==> src/rtl/ram_block_mover.sv <==
// rtl/ram_block_mover.sv - FILL/COPY bus-master sequencer for a single-port RAM
//
// Executes one command at a time against a single-port RAM with registered read data:
//   FILL: write fill_val to length words starting at dst_addr
//   COPY: read length words from src_addr and write them to dst_addr,
//         one word at a time (RD -> LAT -> WR)
// The block also keeps a running checksum of every word written by the current command.
//
// Ports:
//   clk, reset_n      clock and asynchronous active-low reset
//   start             command strobe, sampled only in IDLE
//   mode              0 = COPY, 1 = FILL
//   src_addr          COPY source start address
//   dst_addr          destination start address
//   length            word count; 0 = no-op; values above 2**ADDR_W are clamped
//   fill_val          FILL data
//   busy, done        status: command in progress / one-cycle completion pulse
//   checksum          sum of the words written by the last command
//   m_cen, m_wen      RAM chip enable and write enable
//   m_addr, m_dout    RAM address and write data
//   m_din             RAM registered read data
module ram_block_mover #(
    parameter int ADDR_W = 5,
    parameter int DATA_W = 32
) (
    input  logic              clk,
    input  logic              reset_n,
    input  logic              start,
    input  logic              mode,
    input  logic [ADDR_W-1:0] src_addr,
    input  logic [ADDR_W-1:0] dst_addr,
    input  logic [ADDR_W:0]   length,
    input  logic [DATA_W-1:0] fill_val,
    output logic              busy,
    output logic              done,
    output logic [DATA_W-1:0] checksum,
    output logic              m_cen,
    output logic              m_wen,
    output logic [ADDR_W-1:0] m_addr,
    output logic [DATA_W-1:0] m_dout,
    input  logic [DATA_W-1:0] m_din
);

    typedef enum logic [2:0] {
        S_IDLE,
        S_RD,
        S_LAT,
        S_WR,
        S_DONE
    } state_t;

    localparam logic [ADDR_W:0]   MAX_LEN  = {1'b1, {ADDR_W{1'b0}}};
    localparam logic [ADDR_W:0]   REM_ONE  = {{ADDR_W{1'b0}}, 1'b1};
    localparam logic [ADDR_W-1:0] ADDR_ONE = {{(ADDR_W-1){1'b0}}, 1'b1};

    state_t            state;
    logic              fill_mode;
    logic [DATA_W-1:0] fill_r;
    logic [ADDR_W-1:0] src_ptr;
    logic [ADDR_W-1:0] dst_ptr;
    logic [ADDR_W:0]   remaining;
    logic [ADDR_W:0]   len_clamped;
    logic [ADDR_W-1:0] src_next;
    logic [ADDR_W-1:0] dst_next;

    assign len_clamped = (length > MAX_LEN) ? MAX_LEN : length;
    assign src_next    = src_ptr + ADDR_ONE;
    assign dst_next    = dst_ptr + ADDR_ONE;

    // Every RAM-side output is loaded on the edge that enters the state it
    // belongs to, so the bus pins come straight from flops. m_dout doubles as
    // the read-data register for COPY: it captures m_din at the end of LAT.
    always_ff @(posedge clk or negedge reset_n) begin
        if (!reset_n) begin
            state     <= S_IDLE;
            busy      <= 1'b0;
            done      <= 1'b0;
            checksum  <= '0;
            m_cen     <= 1'b0;
            m_wen     <= 1'b0;
            m_addr    <= '0;
            m_dout    <= '0;
            fill_mode <= 1'b0;
            fill_r    <= '0;
            src_ptr   <= '0;
            dst_ptr   <= '0;
            remaining <= '0;
        end else begin
            case (state)
                S_IDLE: begin
                    done  <= 1'b0;
                    m_cen <= 1'b0;
                    if (start) begin
                        fill_mode <= mode;
                        fill_r    <= fill_val;
                        src_ptr   <= src_addr;
                        dst_ptr   <= dst_addr;
                        remaining <= len_clamped;
                        checksum  <= '0;
                        if (len_clamped == '0) begin
                            state <= S_DONE;
                            busy  <= 1'b0;
                            done  <= 1'b1;
                        end else if (mode) begin
                            state  <= S_WR;
                            busy   <= 1'b1;
                            m_cen  <= 1'b1;
                            m_wen  <= 1'b1;
                            m_addr <= dst_addr;
                            m_dout <= fill_val;
                        end else begin
                            state  <= S_RD;
                            busy   <= 1'b1;
                            m_cen  <= 1'b1;
                            m_wen  <= 1'b0;
                            m_addr <= src_addr;
                        end
                    end
                end

                S_RD: begin
                    state <= S_LAT;
                    m_cen <= 1'b0;
                    m_wen <= 1'b0;
                end

                S_LAT: begin
                    // RAM read data is valid during LAT, one cycle after the RD issue.
                    state  <= S_WR;
                    m_cen  <= 1'b1;
                    m_wen  <= 1'b1;
                    m_addr <= dst_ptr;
                    m_dout <= m_din;
                end

                S_WR: begin
                    checksum  <= checksum + m_dout;
                    dst_ptr   <= dst_next;
                    src_ptr   <= src_next;
                    remaining <= remaining - REM_ONE;
                    if (remaining == REM_ONE) begin
                        state <= S_DONE;
                        busy  <= 1'b0;
                        done  <= 1'b1;
                        m_cen <= 1'b0;
                        m_wen <= 1'b0;
                    end else if (fill_mode) begin
                        state  <= S_WR;
                        m_addr <= dst_next;
                        m_dout <= fill_r;
                    end else begin
                        state  <= S_RD;
                        m_wen  <= 1'b0;
                        m_addr <= src_next;
                    end
                end

                S_DONE: begin
                    state <= S_IDLE;
                    done  <= 1'b0;
                    m_cen <= 1'b0;
                end

                default: begin
                    state <= S_IDLE;
                    busy  <= 1'b0;
                    done  <= 1'b0;
                    m_cen <= 1'b0;
                    m_wen <= 1'b0;
                end
            endcase
        end
    end

endmodule

==> config.mk <==
export PLATFORM = sky130hd
export DESIGN_NAME = ram_block_mover
export DESIGN_NICKNAME = d
export VERILOG_FILES = /design/src/rtl/ram_block_mover.sv
export SDC_FILE = /design/constraint.sdc
export NUM_CORES = 1
export LEC_CHECK = 0
export ABC_CLOCK_PERIOD_IN_PS = 2500
export CAP_MARGIN = 20
export CORE_MARGIN = 5
export CORE_UTILIZATION = 48
export CTS_BUF_LIST = sky130_fd_sc_hd__clkbuf_4 sky130_fd_sc_hd__clkbuf_8
export DETAILED_ROUTE_END_ITERATION = 12
export GPL_TIMING_DRIVEN = 0
export PLACE_DENSITY = 0.79
export SLEW_MARGIN = 10
export SYNTH_ARGS = -nofsm -noshare
export SYNTH_HDL_FRONTEND = slang
export SYNTH_SLANG_ARGS = --single-unit
==> constraint.sdc <==
create_clock -name clk -period 2.5 [get_ports clk]
set_input_delay 0.5 -clock clk [delete_from_list [all_inputs] [get_ports clk]]
set_output_delay 0.5 -clock clk [all_outputs]
set_load 0.01 [all_outputs]
==> results of run 1 <==
layer usage:
layer / part of all wire / vias to the layer above / wire length, µm / global-route usage
met5: 0 / - / 0 / 0
met4: 0.018 / 0 / 418 / 0.08258
li1: - / 3411 / - / -
met1: 0.43 / 3430 / 9729 / 0.3269
met2: 0.48 / 291 / 10940 / 0.4220
met3: 0.073 / 32 / 1654 / 0.05214
registers in the layout, summed over array words and instances, names as in the netlist:
name	count
m_dout	32
busy	1
dst_ptr	5
remaining	6
m_addr	5
m_wen	1
m_cen	1
fill_r	32
src_ptr	5
fill_mode	1
done	1
state	3
checksum	32
layout make-up:
type / instances / area [µm²]
plain buffers: 48 / 224.0
clock buffers: 26 / 332.8
clock inverters: 6 / 105.1
fillers: 1259 / 5194
inverters: 14 / 52.55
multi-input cells: 675 / 4212
flip-flops and latches: 125 / 3128
well taps: 188 / 235.2
repair buffers: 167 / 1663
cell families (layout without fill, tap and decap cells):
| logic type | Yosys count | in the layout | synth area share |
|---|---|---|---|
| simple gates | 326 | 326 | 0.1894 |
| xor+xnor | 30 | 30 | 0.03558 |
| buf+inv | 62 | 261 | 0.03202 |
| fa+ha+maj | 36 | 36 | 0.06201 |
| compound gates | 238 | 238 | 0.1955 |
| mux | 45 | 45 | 0.06184 |
| flops | 125 | 125 | 0.4236 |
cell usage in the layout (no fill, tap or decap), types with 4 or more instances in the layout:
cell type	instances
o21ai_1	8
clkbuf_2	4
a22oi_1	8
nor3_1	12
xnor2_1	13
a21o_1	12
xor2_1	17
a21oi_1	66
nand2_1	171
nand3_1	42
o21bai_1	5
a221o_1	6
ha_1	25
inv_1	13
clkdlybuf4s50_1	154
ha_2	5
a311oi_1	5
buf_4	14
buf_1	5
nor3b_1	5
clkbuf_4	4
clkbuf_1	29
ha_4	5
buf_6	4
nand2b_1	9
mux2i_1	40
o21a_1	5
buf_2	4
dfrtp_1	125
nor2_1	64
o21ai_0	83
mux2_2	5
clkbuf_8	22
synthesized netlist by cell type, drive strengths merged, types with 2 or more instances:
cell type  number
and2            3
xnor2          13
and3            3
nor3b           5
clkbuf         40
o41ai           2
xor2           17
nand3          42
o21ai          94
o211ai          3
a22oi           8
o21bai          6
nor2b           3
ha             35
a21oi          69
a311oi          5
o21a            5
a21o           12
a211oi          6
inv            14
mux2i          40
a41oi           2
or2             2
nor2           65
buf             8
a221oi          2
dfrtp         125
nor3           14
a211o           2
a21boi          3
o31ai           4
nand2b          9
nand4           3
mux2            5
a31oi           4
nand2         171
o22ai           2
a221o           6
final timing paths:
path / end / slack [ps] / depth (start not counted)
setup / recovery: checksum[26]$_DFFE_PN0P_ / -240 / 12
hold / removal: m_addr[1]$_DFFE_PN0P_ / -2 / 1
setup reg to reg: checksum[26]$_DFFE_PN0P_ / -240 / 12
hold reg to reg: fill_r[15]$_DFFE_PN0P_ / 480 / 2
max in group asynchronous: m_dout[16]$_DFFE_PN0P_ / 1770 / 2
min in group clk: fill_r[15]$_DFFE_PN0P_ / 480 / 2
worst max-delay path, cell delays in order (launching register included):
cell and delay [ps]:
dfrtp_1 370, ha_2 190, inv_2 40, fa_2 340, and2b_1 230, o2111ai_2 140, a21oi_2 210, o211ai_2 130
a211o_4 400, o21ai_4 170, a31o_1 190, xnor2_1 130, o21ai_1 70
through the flow:
step                      setup slack [ps]  hold slack, ps
after floorplan                     -86.62           204.4
after global placement               -4064           456.7
after detailed placement            -575.1           462.4
after CTS                           -247.0           16.78
after global routing                -341.1           29.79
final                               -236.1          -2.177
what timing repair did:
item,4_1_cts,5_1_grt
cloned,0,0
resized for setup,18,56
pin swaps,7,14
buffers inserted,6,6
setup endpoints to repair,44,78
hold endpoints to repair,0,0
report_power, final:
| group | total [µW] | switching (µW) | leakage, µW | internal (µW) |
|---|---|---|---|---|
| Sequential | 3860 | 837 | 0.00155 | 3030 |
| Clock | 1970 | 807 | 0.000231 | 1160 |
| Combinational | 9110 | 5020 | 0.00273 | 4090 |
| Total | 14900 | 6660 | 0.00451 | 8280 |
==> qor.yml, run 1 <==
peakVddDrop_mv: 0.6531
fin_util: 0.6571
p_per_area_nw_per_um2: 1501
setup_viol: 14
slew_headroom: 0.4890
period_share: 1.094
die_w_um: 134.0
outcome: "finished with violations"
cap_violations: 0
startpoint: "m_dout[0]$_DFFE_PN0P_"
worst_pin_slew_ps: 766.6
syn_nets: 982
vias: 7164
grt_pass1_wl_um: 35850
io_pins: 157
ys_warn_count: 0
fin_area_um2: 9952
htree_levels: 4
cts_sinks: 125
ys_ff_latch: 125
rows: 45
fin_total_pwr_uw: 14940
crit_fanout: 4
holdWs_ps: -2.177
holdBufCountCts: 0
clk_transition_reported_paths_ps: 70
post_drt_wl_per_cell_um: 18.21
r2r-start: "m_dout[0]$_DFFE_PN0P_"
antenna_left: 0
rsz0062_at_grt: "true"
core_region_area_um2: 15150
layout.nets: 1168
worstSkewPairLatency_ps: 450
drc: 0
area_delta_synth_final_pct: 34.77
yosysTopAreaCell: "dfrtp_1"
finalWorstSetupSlack_ps: -236.1
diodes: 0
placed_cell_area_um2: 9220
fmaxAchievable_mhz: 365.5
placedCellCount: 1206
synth_top_area_frac: 0.4236
fin_crit_ps: 2736
hold_viol_final: 2
setup_tns_ps: -986.4
dr.pass1.iters: 5
antenna_found_initial: 0
numCtsBuffers: 17
synthFlopType: "dfrtp_1"
viasPerCell: 5.736
dp_hpwl_um: 16220
worst-endpoint-arrival_ps: 3050
clockBufferDepth: 2
synth_edf_count: 0
syn_avg_cell_area_um2: 8.567
grt_pass1_vias: 6957
finalMaxSlewViolations: 0
critPathRequiredTime_ps: 2820
hold_path_class: "input pin to async pin"
yosysSeqAreaShare: 0.4236
ys_types: 58
startpoint_type: "flop"
finalClockSkew_ps: 8.018
root_buffer: "clkbuf_8"
numPortBuffers: 155
cellLeakagePower_uw: 0.004508
final_layout_size_suffix_gt1_frac: 0.09519
worst_setup_path_end_kind: "flop"
dieArea_um2: 17970
syn_inst: 862
synth_area_um2: 7385
violations: "hold timing, setup timing"
gp_congestion: 0.9087
grt_remaining_overflow: 0
worst-setup-path-type: "flop to flop"
grt_max_degree: 71
wl_um: 22740
grt.total_usage: 0.2513
drtIter0Drc: 587
start_util: 0.4876
instances_no_fill: 1249
synthTopCellsByArea: "dfrtp_1 (42%), nand2_1 (8.7%), o21ai_0 (6.0%)"
die_h_um: 134.0
ys_async_sr_fraction: 1.000
cts_tree: "done"
(Power assumes the default switching activity.)
==> run 2: changes to the inputs <==
--- a/config.mk
+++ b/config.mk
@@ -7,10 +7,10 @@
 export LEC_CHECK = 0
 export ABC_CLOCK_PERIOD_IN_PS = 2500
 export CAP_MARGIN = 20
-export CORE_MARGIN = 5
 export CORE_UTILIZATION = 48
 export CTS_BUF_LIST = sky130_fd_sc_hd__clkbuf_4 sky130_fd_sc_hd__clkbuf_8
 export DETAILED_ROUTE_END_ITERATION = 12
+export GPL_ROUTABILITY_DRIVEN = 0
 export GPL_TIMING_DRIVEN = 0
 export PLACE_DENSITY = 0.79
 export SLEW_MARGIN = 10
==> run 2 against run 1 <==
The run ends with setup timing left. Fmax down 0.21%. Flip-flop and latch count unchanged. Cell count down 0.32%. First-iteration DRC count up 0.68%. Critical endpoint is now checksum[22]$_DFFE_PN0P_. Non-clock buffer count unchanged. Setup slack worse by 5.8 ps. Die area down 12%. Utilization up 0.99 points. Largest power group unchanged. Critical path depth up 1.
==> qor.yml, run 2 (synthesized netlist as in run 1, its figures left out) <==
instances_no_fill: 1245  # was 1249
antenna_left: 0  # unchanged
power_switching_uw: 6614  # was 6662 µW
core_region_area_um2: 14750  # was 15150 µm²
area_delta_synth_final_pct: 33.26  # was 34.77%
cap_violations: 0  # unchanged
fill_cells: 1250  # was 1259
critPathRequiredTime_ps: 2830  # was 2820 ps
drc: 0  # unchanged
worst_setup_path_end_kind: "flop"  # unchanged
p_clk_frac: 0.120  # was 0.132
sw_frac_of_total: 0.4535  # was 0.4459
worstPathCellList: "ha_2, inv_2, fa_2, and2b_1, o2111ai_2, a21oi_2, o211ai_2, a211o_4, o21ai_4, buf_4, buf_6, xnor2_2, o21ai_1"  # was ha_2, inv_2, fa_2, and2b_1, o2111ai_2, a21oi_2, o211ai_2, a211o_4, o21ai_4, a31o_1, xnor2_1, o21ai_1
setup_viol: 8  # was 14
dp_hpwl_um: 15840  # was 16220 µm
finalClockSkew_ps: 8.412  # was 8.018 ps
final_cell_mix: "nand2_1 (171), clkdlybuf4s50_1 (154), dfrtp_1 (125)"  # unchanged
rows: 44  # was 45
crit_fanout: 3  # was 4
finalMaxSlewViolations: 0  # unchanged
violations: "setup timing"  # was hold timing, setup timing
cts_sinks: 125  # unchanged
fin_crit_ps: 2742  # was 2736 ps
worst_pin_slew_ps: 720.6  # was 766.6 ps
root_buffer: "clkbuf_8"  # unchanged
slew_headroom: 0.5196  # was 0.4890
fmaxAchievable_mhz: 364.7  # was 365.5 MHz
layout.nets: 1168  # unchanged
cpPeakStageDelay_ps: 390  # was 400 ps
peakVddDrop_mv: 0.6541  # was 0.6531 mV
p_per_area_nw_per_um2: 1482  # was 1501 nW/µm²
numCtsBuffers: 17  # unchanged
worst-endpoint-arrival_ps: 3070  # was 3050 ps
finalWorstSetupSlack_ps: -241.9  # was -236.1 ps
grt.total_usage: 0.2892  # was 0.2513
outcome: "finished with violations"  # unchanged
rsz0062_at_grt: "true"  # unchanged
wl_um: 22080  # was 22740 µm
dieArea_um2: 15880  # was 17970 µm²
drtIter0Drc: 591  # was 587
clk_transition_reported_paths_ps: 70  # about the same
antenna_found_initial: 0  # unchanged
period_share: 1.097  # was 1.094
grt_pass1_vias: 7123  # was 6957
p_comb_frac: 0.616  # was 0.610
die_w_um: 126.0  # was 134.0 µm
die_h_um: 126.0  # was 134.0 µm
grt_pass1_wl_um: 35840  # was 35850 µm
fin_util: 0.6670  # was 0.6571
holdWs_ps: 476.9  # was -2.177 ps
startpoint_type: "flop"  # unchanged
cts_tree: "done"  # unchanged
diodes: 0  # unchanged
dr.pass1.iters: 5  # unchanged
htree_levels: 4  # unchanged
numPortBuffers: 155  # unchanged
placedCellCount: 1202  # was 1206
hold_path_class: "flop to flop"  # was input pin to async pin
io_pins: 157  # unchanged
crit_slowest_cell: "a211o_4"  # unchanged
vias: 7120  # was 7164
cellLeakagePower_uw: 0.004475  # was 0.004508 µW
viasPerCell: 5.719  # was 5.736
layout_commonest_cell: "nand2_1"  # unchanged
hold_viol_final: 0  # was 2
p_int_uw: 7970  # was 8279 µW
reg_top3: "checksum: 32 flops, fill_r: 32 flops, m_dout: 32 flops"  # unchanged
grt_remaining_overflow: 0  # unchanged
seqPwrFrac: 0.264  # was 0.259
grt_max_degree: 75  # was 71
clockBufferDepth: 2  # unchanged
worst-setup-path-type: "flop to flop"  # unchanged
post_drt_wl_per_cell_um: 17.73  # was 18.21 µm
final_layout_size_suffix_gt1_frac: 0.08860  # was 0.09519
worstSkewPairLatency_ps: 460  # was 450 ps
start_util: 0.5005  # was 0.4876
==> run 2: final timing paths <==
path                                         start                       end  slack (ps)  depth (start not counted)
max                        checksum[0]$_DFFE_PN0P_  checksum[22]$_DFFE_PN0P_        -240                         13
min                         fill_r[10]$_DFFE_PN0P_    fill_r[10]$_DFFE_PN0P_         480                          2
max reg2reg                checksum[0]$_DFFE_PN0P_  checksum[22]$_DFFE_PN0P_        -240                         13
min reg2reg                 fill_r[10]$_DFFE_PN0P_    fill_r[10]$_DFFE_PN0P_         480                          2
max in group asynchronous                  reset_n    src_ptr[0]$_DFFE_PN0P_        1210                          3
min in group asynchronous                  reset_n    m_dout[25]$_DFFE_PN0P_         540                          2
==> run 2: per-layer routing <==
layer  track usage  routed length, µm
met1        0.3815               9834
met2        0.4680              10390
met3       0.04630               1183
met4        0.1347                672
met5             0                  0
==> run 2: power groups by stage <==
stage | Combinational [µW] | Clock, µW | Sequential (µW)
2_1_floorplan | 5360 | 0 | 3890
3_3_place_gp | 8180 | 0 | 3830
3_5_place_dp | 8390 | 0 | 3860
4_1_cts | 8650 | 1770 | 3830
5_1_grt | 9940 | 1850 | 3970
6_report | 8980 | 1750 | 3850
==> run 2: repair_timing <==
item,4_1_cts,5_1_grt
setup endpoints to repair,29,77
setup buffers,6,4
gates resized for setup,14,57
hold endpoints to repair,23,0
pin swaps,9,6
gates cloned,0,0
hold buffers,1,0
==> run 2: through the flow <==
| step | setup WS (ps) | area (µm²) | power [µW] | TNS, ps |
|---|---|---|---|---|
| after floorplan | -86.62 | 7405 | 9253 | -230.5 |
| after global placement | -4045 | 9186 | 12010 | -522810 |
| after detailed placement | -492.6 | 9215 | 12250 | -18890 |
| after CTS | -270.0 | 9714 | 14250 | -1194 |
| after global routing | -388.1 | 9841 | 15760 | -2596 |
| final | -241.9 | 9841 | 14580 | -1149 |
==> run 2: cell type report <==
cell class | count | area (µm²) | share of cell area
Multi-Input combinational cell | 675 | 4141 | 0.4209
Sequential cell | 125 | 3128 | 0.3179
Timing Repair Buffer | 167 | 1669 | 0.1696
Clock buffer | 22 | 302.8 | 0.03077
Tap cell | 184 | 230.2 | 0.02339
Buffer | 48 | 229.0 | 0.02327
Clock inverter | 10 | 87.58 | 0.008900
Inverter | 14 | 52.55 | 0.005340
==> run 2: critical path, delay by kind of cell, from the launching register on <==
| kind | cells | cell delay (ps) |
|---|---|---|
| fa+ha+maj | 2 | 520 |
| compound gates | 6 | 1120 |
| simple gates | 1 | 230 |
| xor+xnor | 1 | 100 |
| buf+inv | 3 | 270 |
| flops | 1 | 370 |
==> run 3: changes to the inputs <==
--- a/config.mk
+++ b/config.mk
@@ -13,6 +13,7 @@
 export GPL_ROUTABILITY_DRIVEN = 0
 export GPL_TIMING_DRIVEN = 0
 export PLACE_DENSITY = 0.79
+export SKIP_CTS_REPAIR_TIMING = 1
 export SLEW_MARGIN = 10
 export SYNTH_ARGS = -nofsm -noshare
 export SYNTH_HDL_FRONTEND = slang
==> run 3 against run 2 <==
The run ends with hold timing, setup timing left. Die area did not move. Combinational power barely moved. Setup slack got worse by 62 ps. Total power fell by 0.28%. Clock power barely moved. Global-route usage fell by 0.26 points. Cell count fell by 0.32%. Count of clock-buffer cells in the layout did not move. Critical path depth did not move. Sequential share of layout area rose by 0.085 points. Critical path type unchanged.
==> qor.yml, run 3 (synthesized netlist as in run 1, its figures left out) <==
io_pins: 157  # unchanged
cellLeakagePower_uw: 0.004457  # was 0.004475 µW
worst_setup_path_end_kind: "flop"  # unchanged
critPathRequiredTime_ps: 2850  # was 2830 ps
vias: 7127  # was 7120
post_drt_wl_per_cell_um: 17.77  # was 17.73 µm
antenna_left: 0  # unchanged
fmaxAchievable_mhz: 356.6  # was 364.7 MHz
final_cell_mix: "nand2_1 (171), clkdlybuf4s50_1 (154), dfrtp_1 (125)"  # unchanged
dp_slack_ps: -492.6  # unchanged
grt.total_usage: 0.2866  # was 0.2892
cap_violations: 0  # unchanged
die_h_um: 126.0  # unchanged
die_w_um: 126.0  # unchanged
p_per_area_nw_per_um2: 1482  # about the same
worst_pin_slew_ps: 719.6  # was 720.6 ps
finalMaxSlewViolations: 0  # unchanged
htree_levels: 4  # unchanged
dp_hpwl_um: 15840  # unchanged
grt_pass1_vias: 7035  # was 7123
layout.nets: 1164  # was 1168
final_layout_size_suffix_gt1_frac: 0.08798  # was 0.08860
layout_commonest_cell: "nand2_1"  # unchanged
reg_top3: "checksum: 32 flops, fill_r: 32 flops, m_dout: 32 flops"  # unchanged
cts_tree: "done"  # unchanged
grt_pass1_wl_um: 35470  # was 35840 µm
hold_path_class: "input pin to async pin"  # was flop to flop
root_buffer: "clkbuf_8"  # unchanged
dr.pass1.iters: 5  # unchanged
finalWorstSetupSlack_ps: -304.3  # was -241.9 ps
cts_sinks: 125  # unchanged
numPortBuffers: 155  # unchanged
fill_cells: 1244  # was 1250
violations: "hold timing, setup timing"  # was setup timing
viasPerCell: 5.743  # was 5.719
outcome: "finished with violations"  # unchanged
rows: 44  # unchanged
hold_viol_final: 10  # was 0
core_region_area_um2: 14750  # unchanged
numCtsBuffers: 17  # unchanged
worstSkewPairLatency_ps: 460  # about the same
clockBufferDepth: 2  # unchanged
setup_viol: 9  # was 8
period_share: 1.122  # was 1.097
peakVddDrop_mv: 0.6414  # was 0.6541 mV
start_util: 0.5005  # unchanged
setup_tns_ps: -1469  # was -1149 ps
rsz0062_at_grt: "true"  # unchanged
area_delta_synth_final_pct: 32.90  # was 33.26%
placedCellCount: 1202  # unchanged
worst-endpoint-arrival_ps: 3150  # was 3070 ps
grt_util_met1: 0.3770  # was 0.3815
dieArea_um2: 15880  # unchanged
multi_input_area_um2: 4143  # was 4141 µm²
drtIter0Drc: 517  # was 591
worst-setup-path-type: "flop to flop"  # unchanged
grt_max_degree: 75  # unchanged
startpoint_type: "flop"  # unchanged
antenna_found_initial: 0  # unchanged
fin_crit_ps: 2804  # was 2742 ps
finalClockSkew_ps: 7.667  # was 8.412 ps
clk_transition_reported_paths_ps: 70  # about the same
wl_um: 22050  # was 22080 µm
grt_remaining_overflow: 0  # unchanged
slew_headroom: 0.5203  # was 0.5196
use_met2: 0.4628  # was 0.4680
instances_no_fill: 1241  # was 1245
diodes: 0  # unchanged
grtUsageMet3: 0.04800  # was 0.04630
crit_fanout: 3  # unchanged
busiest_layer: "met2"  # unchanged
holdWs_ps: -23.60  # was 476.9 ps
drc: 0  # unchanged
regArea_um2: 3128  # unchanged
fin_total_pwr_uw: 14540  # was 14580 µW
-- run 3: changes by cell type in the layout (fill, tap and decap cells not counted), sizes merged --
cell	before	now
buf	25	21
clkbuf	57	58
dlygate4sd3	1	0
-- run 3: layer usage --
layer | part of all wire | wire length [µm]
met1 | 0.44 | 9758
met2 | 0.47 | 10430
met3 | 0.058 | 1269
met4 | 0.027 | 593
met5 | 0 | 0
-- run 3: worst max-delay path, stage by stage (launching register included) --
cell	delay [ps]
dfrtp_1	360
ha_2	210
inv_2	50
fa_2	340
and2b_1	240
o2111ai_2	140
a21oi_2	230
o211ai_2	130
a211o_4	370
buf_12	140
o31ai_4	170
a221oi_2	90
mux2i_1	150
nand2_1	60
-- run 3: area by class of cell --
cell class	instances	share of cell area
multi-input cells	675	0.4221
plain buffers	48	0.02295
flip-flops and latches	125	0.3187
clock buffers	22	0.03085
well taps	184	0.02346
repair buffers	163	0.1676
inverters	14	0.005354
clock inverters	10	0.008924
-- run 3: worst paths after layout --
check	startpoint	to	slack, ps	cells after the start
max in group asynchronous	reset_n	src_ptr[0]$_DFFE_PN0P_	1780	2
setup reg to reg	checksum[0]$_DFFE_PN0P_	checksum[28]$_DFFE_PN0P_	-300	13
min in group clk	fill_r[10]$_DFFE_PN0P_	fill_r[10]$_DFFE_PN0P_	480	2
hold reg to reg	fill_r[10]$_DFFE_PN0P_	fill_r[10]$_DFFE_PN0P_	480	2
hold / removal	reset_n	m_dout[25]$_DFFE_PN0P_	-20	1
setup / recovery	checksum[0]$_DFFE_PN0P_	checksum[28]$_DFFE_PN0P_	-300	13
-- run 3: metrics by stage --
stage / utilization / cell area, µm²
2_1_floorplan: - / 7405
6_report: 0.6652 / 9814
5_1_grt: 0.6652 / 9814
3_3_place_gp: 0.6226 / 9186
4_1_cts: 0.6510 / 9605
3_5_place_dp: 0.6246 / 9215
-- run 3: where the power goes --
group	internal (µW)	switching (µW)	total, µW
Sequential	3030	820	3850
Clock	909	839	1750
Combinational	4000	4940	8950
